File: config.mk
export PLATFORM = sky130hd
export DESIGN_NAME = regfile_sb_flat
export DESIGN_NICKNAME = d
export VERILOG_FILES = /design/src/rtl/regfile_sb_pkg.sv /design/src/rtl/regfile_sb_if.sv /design/src/rtl/regfile_sb_counter.sv /design/src/rtl/regfile_sb.sv /design/src/flat_wrapper.sv
export SDC_FILE = /design/constraint.sdc
export NUM_CORES = 2
export LEC_CHECK = 0
export CAP_MARGIN = 25
export CORE_MARGIN = 4
export CORE_UTILIZATION = 50
export DETAILED_ROUTE_END_ITERATION = 10
export PLACE_DENSITY = 0.73
export RECOVER_POWER = 50
export SLEW_MARGIN = 10
export SYNTH_ARGS = -nofsm -noshare
export SYNTH_HDL_FRONTEND = slang
export SYNTH_HIERARCHICAL = 1
export SYNTH_SLANG_ARGS = --single-unit
File: constraint.sdc
create_clock -name clk -period 4.4 [get_ports clk]
set_clock_uncertainty 0.1 [all_clocks]
set_input_delay 1.1 -clock clk [delete_from_list [all_inputs] [get_ports clk]]
set_output_delay 1.1 -clock clk [all_outputs]
set_load 0.02 [all_outputs]
File: src/rtl/regfile_sb_pkg.sv
// Shared register-index types plus the scoreboard's local types and helpers.
// rv32i_types is common to the whole core; regfile_sb_pkg adds what only this block needs.
package rv32i_types;
  typedef logic [4:0] rv32i_reg;
  localparam rv32i_reg REG_X0 = 5'd0;
endpackage

package regfile_sb_pkg;
  import rv32i_types::*;

  localparam int NUM_REGS = 32;

  typedef enum logic [1:0] {
    CNT_HOLD,
    CNT_UP,
    CNT_DOWN,
    CNT_CLEAR
  } cnt_op_e;

  // True when this cycle's writeback targets a real register matching idx.
  function automatic logic bypassHit(input logic load, input rv32i_reg wbIdx,
                                     input rv32i_reg idx);
    return load && (wbIdx == idx) && (idx != REG_X0);
  endfunction
endpackage

File: src/rtl/regfile_sb_if.sv
// Decode/writeback bundle of the register file: read ports, issue, commit and status.
interface regfile_sb_if
  import rv32i_types::*;
#(
  parameter int WIDTH = 32
);
  rv32i_reg           rs1;
  rv32i_reg           rs2;
  logic               use_rs1;
  logic               use_rs2;
  logic [WIDTH-1:0]   reg_a;
  logic [WIDTH-1:0]   reg_b;
  logic               issue_valid;
  rv32i_reg           issue_rd;
  logic               stall;
  logic               load_regfile;
  rv32i_reg           rd_wb;
  logic [WIDTH-1:0]   wb_data;
  logic               flush;
  logic               sb_err;

  modport master (
    output rs1, rs2, use_rs1, use_rs2, issue_valid, issue_rd,
           load_regfile, rd_wb, wb_data, flush,
    input  reg_a, reg_b, stall, sb_err
  );

  modport slave (
    input  rs1, rs2, use_rs1, use_rs2, issue_valid, issue_rd,
           load_regfile, rd_wb, wb_data, flush,
    output reg_a, reg_b, stall, sb_err
  );
endinterface

File: src/rtl/regfile_sb_counter.sv
// sb_counter: saturating in-flight write counter for one register, with clear.
// o_err pulses for the cycle in which an increment or decrement would wrap.
module sb_counter
  import regfile_sb_pkg::*;
#(
  parameter int CNT_W = 2
) (
  input  logic             clk,
  input  logic             rst,
  input  logic             i_clr,
  input  logic             i_inc,
  input  logic             i_dec,
  output logic [CNT_W-1:0] o_cnt,
  output logic             o_err
);
  localparam logic [CNT_W-1:0] CntMax = '1;
  localparam logic [CNT_W-1:0] CntOne = {{(CNT_W-1){1'b0}}, 1'b1};

  cnt_op_e          w_op;
  logic [CNT_W-1:0] r_cnt;

  // An issue and a retire on the same register cancel out; clear wins over both.
  always_comb begin
    w_op = CNT_HOLD;
    if (i_clr) begin
      w_op = CNT_CLEAR;
    end else if (i_inc && !i_dec) begin
      w_op = CNT_UP;
    end else if (i_dec && !i_inc) begin
      w_op = CNT_DOWN;
    end
  end

  assign o_err = ((w_op == CNT_UP)   && (r_cnt == CntMax)) ||
                 ((w_op == CNT_DOWN) && (r_cnt == '0));
  assign o_cnt = r_cnt;

  always_ff @(posedge clk) begin
    if (rst) begin
      r_cnt <= '0;
    end else begin
      case (w_op)
        CNT_CLEAR: r_cnt <= '0;
        CNT_UP:    if (r_cnt != CntMax) r_cnt <= r_cnt + CntOne;
        CNT_DOWN:  if (r_cnt != '0) r_cnt <= r_cnt - CntOne;
        default:   r_cnt <= r_cnt;
      endcase
    end
  end
endmodule

File: src/rtl/regfile_sb.sv
// regfile_sb: architectural register file with bypassed reads and a per-register
// count of issued-but-unretired writes that drives the decode stall.
module regfile_sb
  import rv32i_types::*;
  import regfile_sb_pkg::*;
#(
  parameter int WIDTH = 32,
  parameter int CNT_W = 2
) (
  input  logic         clk,
  input  logic         rst,
  regfile_sb_if.slave  bus
);
  localparam logic [CNT_W-1:0] CntMax = '1;

  logic [WIDTH-1:0]    r_regs [NUM_REGS];
  logic [CNT_W-1:0]    w_cnt  [NUM_REGS];
  logic [NUM_REGS-1:0] w_inc;
  logic [NUM_REGS-1:0] w_dec;
  logic [NUM_REGS-1:0] w_err;
  logic                r_sbErr;

  logic                w_wbEn;
  logic                w_issueEn;
  logic                w_hitA;
  logic                w_hitB;
  logic                w_hitIssue;
  logic                w_pendA;
  logic                w_pendB;
  logic                w_issueFull;
  logic                w_stall;

  assign w_wbEn     = bus.load_regfile && (bus.rd_wb != REG_X0);
  assign w_issueEn  = bus.issue_valid && (bus.issue_rd != REG_X0);
  assign w_hitA     = bypassHit(bus.load_regfile, bus.rd_wb, bus.rs1);
  assign w_hitB     = bypassHit(bus.load_regfile, bus.rd_wb, bus.rs2);
  assign w_hitIssue = bypassHit(bus.load_regfile, bus.rd_wb, bus.issue_rd);

  // A register whose last outstanding write retires this cycle is served by the bypass.
  assign w_pendA = (bus.rs1 != REG_X0) &&
                   (w_cnt[bus.rs1] != {{(CNT_W-1){1'b0}}, w_hitA});
  assign w_pendB = (bus.rs2 != REG_X0) &&
                   (w_cnt[bus.rs2] != {{(CNT_W-1){1'b0}}, w_hitB});
  assign w_issueFull = w_issueEn && (w_cnt[bus.issue_rd] == CntMax) && !w_hitIssue;

  assign w_stall = (bus.use_rs1 && w_pendA) || (bus.use_rs2 && w_pendB) || w_issueFull;

  always_comb begin
    w_inc = '0;
    w_dec = '0;
    if (w_issueEn && !w_stall) begin
      w_inc[bus.issue_rd] = 1'b1;
    end
    if (w_wbEn) begin
      w_dec[bus.rd_wb] = 1'b1;
    end
    w_inc[0] = 1'b0;
    w_dec[0] = 1'b0;
  end

  assign w_cnt[0] = '0;
  assign w_err[0] = 1'b0;

  for (genvar g = 1; g < NUM_REGS; g++) begin : g_cnt
    sb_counter #(
      .CNT_W (CNT_W)
    ) u_cnt (
      .clk   (clk),
      .rst   (rst),
      .i_clr (bus.flush),
      .i_inc (w_inc[g]),
      .i_dec (w_dec[g]),
      .o_cnt (w_cnt[g]),
      .o_err (w_err[g])
    );
  end

  assign bus.reg_a = (bus.rs1 == REG_X0) ? '0 :
                     w_hitA ? bus.wb_data : r_regs[bus.rs1];
  assign bus.reg_b = (bus.rs2 == REG_X0) ? '0 :
                     w_hitB ? bus.wb_data : r_regs[bus.rs2];
  assign bus.stall  = w_stall;
  assign bus.sb_err = r_sbErr;

  // Commits land in the array regardless of flush or counter errors; x0 is never written.
  always_ff @(posedge clk) begin
    if (rst) begin
      for (int i = 0; i < NUM_REGS; i++) begin
        r_regs[i] <= '0;
      end
    end else if (w_wbEn) begin
      r_regs[bus.rd_wb] <= bus.wb_data;
    end
  end

  always_ff @(posedge clk) begin
    if (rst) begin
      r_sbErr <= 1'b0;
    end else if (|w_err) begin
      r_sbErr <= 1'b1;
    end
  end
endmodule

File: src/flat_wrapper.sv
// flat-port wrapper written by rule: the top's interface ports become plain ports
module regfile_sb_flat import rv32i_types::*; import regfile_sb_pkg::*;
#(
  parameter int WIDTH = 32,
  parameter int CNT_W = 2
)
  (clk, rst, bus_rs1, bus_rs2, bus_use_rs1, bus_use_rs2, bus_issue_valid, bus_issue_rd, bus_load_regfile, bus_rd_wb, bus_wb_data, bus_flush, bus_reg_a, bus_reg_b, bus_stall, bus_sb_err);
  regfile_sb_if #(.WIDTH(WIDTH)) bus_i ();
  input  logic clk;
  input  logic rst;
  input wire logic [$bits(bus_i.rs1)-1:0] bus_rs1;
  input wire logic [$bits(bus_i.rs2)-1:0] bus_rs2;
  input wire logic [$bits(bus_i.use_rs1)-1:0] bus_use_rs1;
  input wire logic [$bits(bus_i.use_rs2)-1:0] bus_use_rs2;
  input wire logic [$bits(bus_i.issue_valid)-1:0] bus_issue_valid;
  input wire logic [$bits(bus_i.issue_rd)-1:0] bus_issue_rd;
  input wire logic [$bits(bus_i.load_regfile)-1:0] bus_load_regfile;
  input wire logic [$bits(bus_i.rd_wb)-1:0] bus_rd_wb;
  input wire logic [$bits(bus_i.wb_data)-1:0] bus_wb_data;
  input wire logic [$bits(bus_i.flush)-1:0] bus_flush;
  output wire logic [$bits(bus_i.reg_a)-1:0] bus_reg_a;
  output wire logic [$bits(bus_i.reg_b)-1:0] bus_reg_b;
  output wire logic [$bits(bus_i.stall)-1:0] bus_stall;
  output wire logic [$bits(bus_i.sb_err)-1:0] bus_sb_err;
  assign bus_i.rs1 = bus_rs1;
  assign bus_i.rs2 = bus_rs2;
  assign bus_i.use_rs1 = bus_use_rs1;
  assign bus_i.use_rs2 = bus_use_rs2;
  assign bus_i.issue_valid = bus_issue_valid;
  assign bus_i.issue_rd = bus_issue_rd;
  assign bus_i.load_regfile = bus_load_regfile;
  assign bus_i.rd_wb = bus_rd_wb;
  assign bus_i.wb_data = bus_wb_data;
  assign bus_i.flush = bus_flush;
  assign bus_reg_a = bus_i.reg_a;
  assign bus_reg_b = bus_i.reg_b;
  assign bus_stall = bus_i.stall;
  assign bus_sb_err = bus_i.sb_err;
  regfile_sb #(.WIDTH(WIDTH), .CNT_W(CNT_W)) u_core (.clk(clk), .rst(rst), .bus(bus_i));
endmodule
# Word-level counts from Yosys, hierarchy flattened
# Memories as Yosys holds them, arrays and structs flattened.
# Cells that the tools add are included.
# W data, S select, Z words.
# op_classes
n_addsub,62
n_mul,0
div,0
order_cmp,7
eq_ne,223
shifts,0
n_mux,213
bitwise,3
n_reduce_logical,370
# ops
cell,n
$mux W2,161
$mux W32,7
$eq A2 B2 Y1 const B,94
$pmux W2 S3,31
$logic_and A1 B1 Y1,141
$ne A2 B1 Y1 const B,62
$reduce_and A3 Y1,31
$reduce_bool A3 Y1,31
$logic_not A1 Y1,64
$add A2 B1 Y2 const B,31
$eq A2 B1 Y1 const B,31
$logic_not A2 Y1,31
$ne A2 B2 Y1 const B,31
$reduce_bool A2 Y1,31
$sub A2 B1 Y2 const B,31
$logic_or A1 B1 Y1,33
$reduce_or A32 Y1,1
$reduce_or A31 Y1,1
$bmux W2 S5,3
$reduce_bool A5 Y1,4
$ge A6 B6 Y1 const B,3
$not A5 Y6,3
$eq A5 B5 Y1,3
$lt A5 B6 Y1 const B,2
other kinds (6),17
# totals
regBits,63
latchBits,0
ramBits,1024
romBits,0
in_bits,59
elab_cells,911
memories,1
# mem_list
memory,depth,width,read_ports,rd_clocked_by_memory_dff,write_ports,line_no,rtl
u_core.r_regs,32,32,2,0,32,regfile_sb.sv:16,logic [WIDTH-1:0] r_regs [NUM_REGS];

# Logic depth before layout (Yosys ltp)
# logic_depth
depth_word,21
depth_mapped,21
mapped_depth_nobuf,16

# Hierarchy
# The synthesis kept the hierarchy.
# by_module_without_submodules
mod,instances,cells_per_inst,area_each_um2,seq_area_each_um2
regfile_sb,1,3627,57440.1,30769.5
sb_counter,31,25,195.2,40.0

# Worst setup path before layout
# OpenSTA, ideal clock, no wires.
# synth_path
kind,in2out
start,in bus_rs1[2]
end,out bus_reg_a[10]
t_arrival_ns,3.296
required_time_ns,3.200
path_slack_ns,-0.096
stages,8
path_buffers,3
path_cell_list,buf_2 > or2_2 > nor4_2 > or4_1 > clkbuf_1 > clkbuf_1 > nor2_1 > a211oi_1
# synth_via
elab_chain_cells,5
# synth_rtl
item,line_no,rtl
"start, declared",flat_wrapper.sv:11,input wire logic [$bits(bus_i.rs1)-1:0] bus_rs1;
branches (longest 4 deep; another with $mem_v2 Z32 W32),-,
$mux W32 *,regfile_sb.sv:78,assign bus.reg_a = (bus.rs1 == REG_X0) ? '0 :
"end, declared",flat_wrapper.sv:21,output wire logic [$bits(bus_i.reg_a)-1:0] bus_reg_a;
# Every way passes the cells marked *.

# Worst setup path after layout
# layout_path
start,in bus_rs1[0]
end,out bus_reg_a[28]
# The elaborated chain is that of the path after synthesis.

==> results by group <==
STA
  • Final worst slack: -0.255 ns
  • Final hold violation count: 0
  • Unrepaired setup endpoints after global routing: true
  • Slew of the pin with the lowest slew margin: between 2 and 3 ns
  • Final hold slack: 0.543 ns
  • Tmin final: 4.66 ns
  • Final setup viols: 100
  • Max-slew violation count: about 520
  • Final period util: 1.06
  • Relative slew margins: -0.732
  • Fmax: 215 MHz

Clocking
  • CTS Root Cell: clkbuf_16
  • Worst-path clk slew: about 0.060 ns
  • Longest Clk Path Bufs: 3
  • Post-CTS Hold Buffers: 0
  • CTS buffer count: 114
  • Htree depth: 3
  • Clock Latency Late Sink: 0.74 ns
  • Clock Sinks: 1,087
  • CTS tree: done

Finish
  • Nets@finish: approximately 5.2k
  • Area Growth Syn to Fin: 24.2%
  • Finished Layout Cells: roughly 6.9k
  • Layout fillers: 8,907
  • Core Util, Final: 0.626
  • Layout cells sized above 1: 0.390

Detailed routing
  • Max layer used: met4
  • DRT Pass-1 Iters: 6
  • Met1 WL: 74,400 µm
  • DR WL met3: 29,900 µm
  • DR vias: 45.8k
  • Post-route antenna net violation count: 0
  • Initial drt markers: 7,039
  • Met2 WL: around 100,000 µm
  • # DRC: 0
  • DR WL/cell: 32.5 µm
  • Vias/cell: about 6.7
  • Final wirelength: 223,000 µm

Worst hold path
  • Worst hold path cell count: 2
  • HP Class: flip-flop to flip-flop
  • Hold path startpoint: u_core/g_cnt[11].u_cnt/o_cnt[0]$_SDFFE_PP0P_

Setup path
  • CP max FO: 7
  • R2r worst-path depth: 17
  • Reg2reg start: u_core/g_cnt[5].u_cnt/o_cnt[0]$_SDFFE_PP0P_
  • Worst Setup SP: bus_rs1[0]
  • Data arrival, critical path: 3.46 ns
  • CP cell instances: buf_16 -> buf_8 -> bufbuf_16 -> mux4_2 -> mux4_2 -> mux2i_1 -> buf_4 -> a211oi_2 -> buf_4
  • Slowest-stage cell, CP: mux4_2
  • Critical Path End Type: output port
  • Crit path kind: input pin to output port
  • Critical Path RT: 3.20 ns
  • Crit path launch type: input pin
  • Max incr delay on CP: 0.55 ns

Power and ir drop
  • Pint: 20.4 mW
  • Gate power share: 0.184
  • Clock share of power: 0.372
  • Total power: ~28 mW
  • Sw Ratio: 0.264
  • Sw Pwr: approximately 7.3 mW
  • Leakage: 29.0 nW
  • Maximum VDD drop: 0.336 mV
  • Power Dens Cells: 351 nW/µm²
  • Sequential share of power: 0.444

GRT
  • Largest net degree at the start of global routing: 60
  • First-pass GRT wire length: 318,000 µm
  • Initial antenna violation count: 10
  • Number of global-route vias before repair: 46.7k
  • Total track usage: 0.333
  • Grt total ovfl: 0

Outcome
  • Status: finished, violations left
  • Failing checks: capacitance limit, slew limit, setup timing

Synthesis
  • Post-synth EDFFs: between 1k and 1.5k
  • Synthesized area per cell: 14.4 µm²
  • Seq/Total Area, Yosys: 0.504
  • Most frequent cell after synthesis: and2_1
  • Mapped Cells: 4,402
  • Async S/R FF share, synth: 0
  • Top-area cell type share of the netlist area: 0.484
  • Top cells by count, synth: and2_1, edfxtp_1, mux4_2
  • Yosys reg bits: ~1.1k
  • Synth top area cells: edfxtp_1, mux4_2, and2_1
  • Count of cell types in the netlist: 62
  • Most frequently used flop master after synthesis: edfxtp_1
  • Netlist Area Pre-Place: 63,500 µm²
  • Most area-hungry cell type in the Yosys netlist: edfxtp_1
  • Ys Warns: 6

Placed design
  • GPL Wtd Cong: 0.937
  • Placed Cells: about 6.5k
  • PortBufs: 124
  • Dpl hpwl: 130,000 µm

Die
  • Row count: 130
  • Die footprint: 133,000 µm²
  • Core Box Area: 126,000 µm²
  • Die Ht: 364 µm
  • I/O pin total: 125
  • Starting Density: 0.504
  • Die X: around 360 µm

Flow run
  • Max-Cap Viols: 17
[registers in the layout, indices dropped and copies added, names as in the netlist]
register,flops
u_core/bus.sb_err,1
u_core/g_cnt.u_cnt/o_cnt,62
u_core/r_regs,1024
[critical path, delay by kind of cell]
kind	cells	cell delay [ns]
muxes	3	1.25
buffers and inverters	5	1.00
AOI/OAI and AO/OA	1	0.07
[path summary, 6_finish.rpt]
path                            slack (ns)                                      endpoint
worst max register to register        0.07                u_core/bus.sb_err$_SDFFE_PP0P_
worst max-delay path                 -0.26                                 bus_reg_a[28]
worst min-delay path                  0.54  u_core/g_cnt[11].u_cnt/o_cnt[0]$_SDFFE_PP0P_
worst min register to register        0.54  u_core/g_cnt[11].u_cnt/o_cnt[0]$_SDFFE_PP0P_
[power groups by stage]
stage | sequential, mW | combinational [mW] | clock (mW)
after global placement | 12.4 | 4.56 | 0
after detailed placement | 12.4 | 4.63 | 0
after floorplan | 12.3 | 2.68 | 0
final | 12.3 | 5.08 | 10.3
after CTS | 12.2 | 4.95 | 10.3
after global routing | 12.3 | 5.25 | 10.8
[what timing repair did]
item                                    in CTS  in global routing
endpoints found under the hold margin        0                  0
cloned                                      33                  8
pin swaps                                   39                 49
endpoints found under the setup margin      80                104
resized for setup                          521                108
setup buffers                               85                 47
[kinds of logic (layout without fill, tap and decap cells)]
logic type | count (synthesis) | count (layout) | synth area share
adder cells (fa/ha/maj) | 93 | 93 | 0.0183
buffers and inverters | 572 | 1330 | 0.0370
other | 1 | 46 | 0.0000591
XOR/XNOR | 17 | 17 | 0.00235
AO/OA/AOI/OAI | 388 | 388 | 0.0465
AND/OR/NAND/NOR | 1478 | 1478 | 0.138
multiplexers | 766 | 766 | 0.254
flip-flops | 1087 | 1087 | 0.504
[area by class of cell]
| cell class | count | area, µm² | share of cell area |
|---|---|---|---|
| timing repair buffer | 952 | 9820 | 0.125 |
| multi-input combinational | 2774 | 30400 | 0.385 |
| sequential | 1087 | 32000 | 0.406 |
| clock buffer | 133 | 2980 | 0.0378 |
| antenna | 14 | 35.0 | 0.000444 |
| tap | 1650 | 2060 | 0.0262 |
| inverter | 164 | 616 | 0.00781 |
| clock inverter | 81 | 973 | 0.0123 |
[per-stage QoR]
step           instance area, µm²  worst slack, ns  setup TNS, ns
6_report                    78800           -0.255          -9.39
5_1_grt                     78800           -0.283         -10.01
4_1_cts                     78900           -0.259          -7.14
3_5_place_dp                72400            -1.11         -88.15
3_3_place_gp                72400            -1.11         -83.03
2_1_floorplan               64000          0.00141              0
[layout by cell type (no fill, tap or decap), types with 35 or more instances in the layout]
| cell type | synthesis | final |
|---|---|---|
| dfxtp_1 | 63 | 63 |
| clkdlybuf4s50_1 | 0 | 37 |
| and2_0 | 0 | 212 |
| a211oi_2 | 0 | 56 |
| nor2_1 | 181 | 162 |
| nor3_1 | 45 | 44 |
| edfxtp_1 | 1024 | 1024 |
| a21o_1 | 93 | 93 |
| and2_1 | 1025 | 813 |
| buf_12 | 0 | 113 |
| clkbuf_1 | 299 | 45 |
| buf_16 | 0 | 40 |
| buf_6 | 8 | 50 |
| inv_2 | 31 | 35 |
| ha_1 | 93 | 92 |
| buf_4 | 14 | 590 |
| clkbuf_2 | 0 | 35 |
| inv_1 | 133 | 129 |
| nand3_1 | 42 | 42 |
| mux2i_1 | 76 | 38 |
| nand2b_1 | 36 | 36 |
| clkbuf_16 | 0 | 122 |
| mux4_2 | 673 | 673 |
| a21oi_1 | 72 | 64 |
[per-layer routing]
layer / GRT usage / vias up
met3: 0.0881 / 848
li1: - / 18300
met4: 0.190 / 0
met5: 0 / -
met2: 0.527 / 3746
met1: 0.419 / 22900
Power figures use the tool's default switching activity.
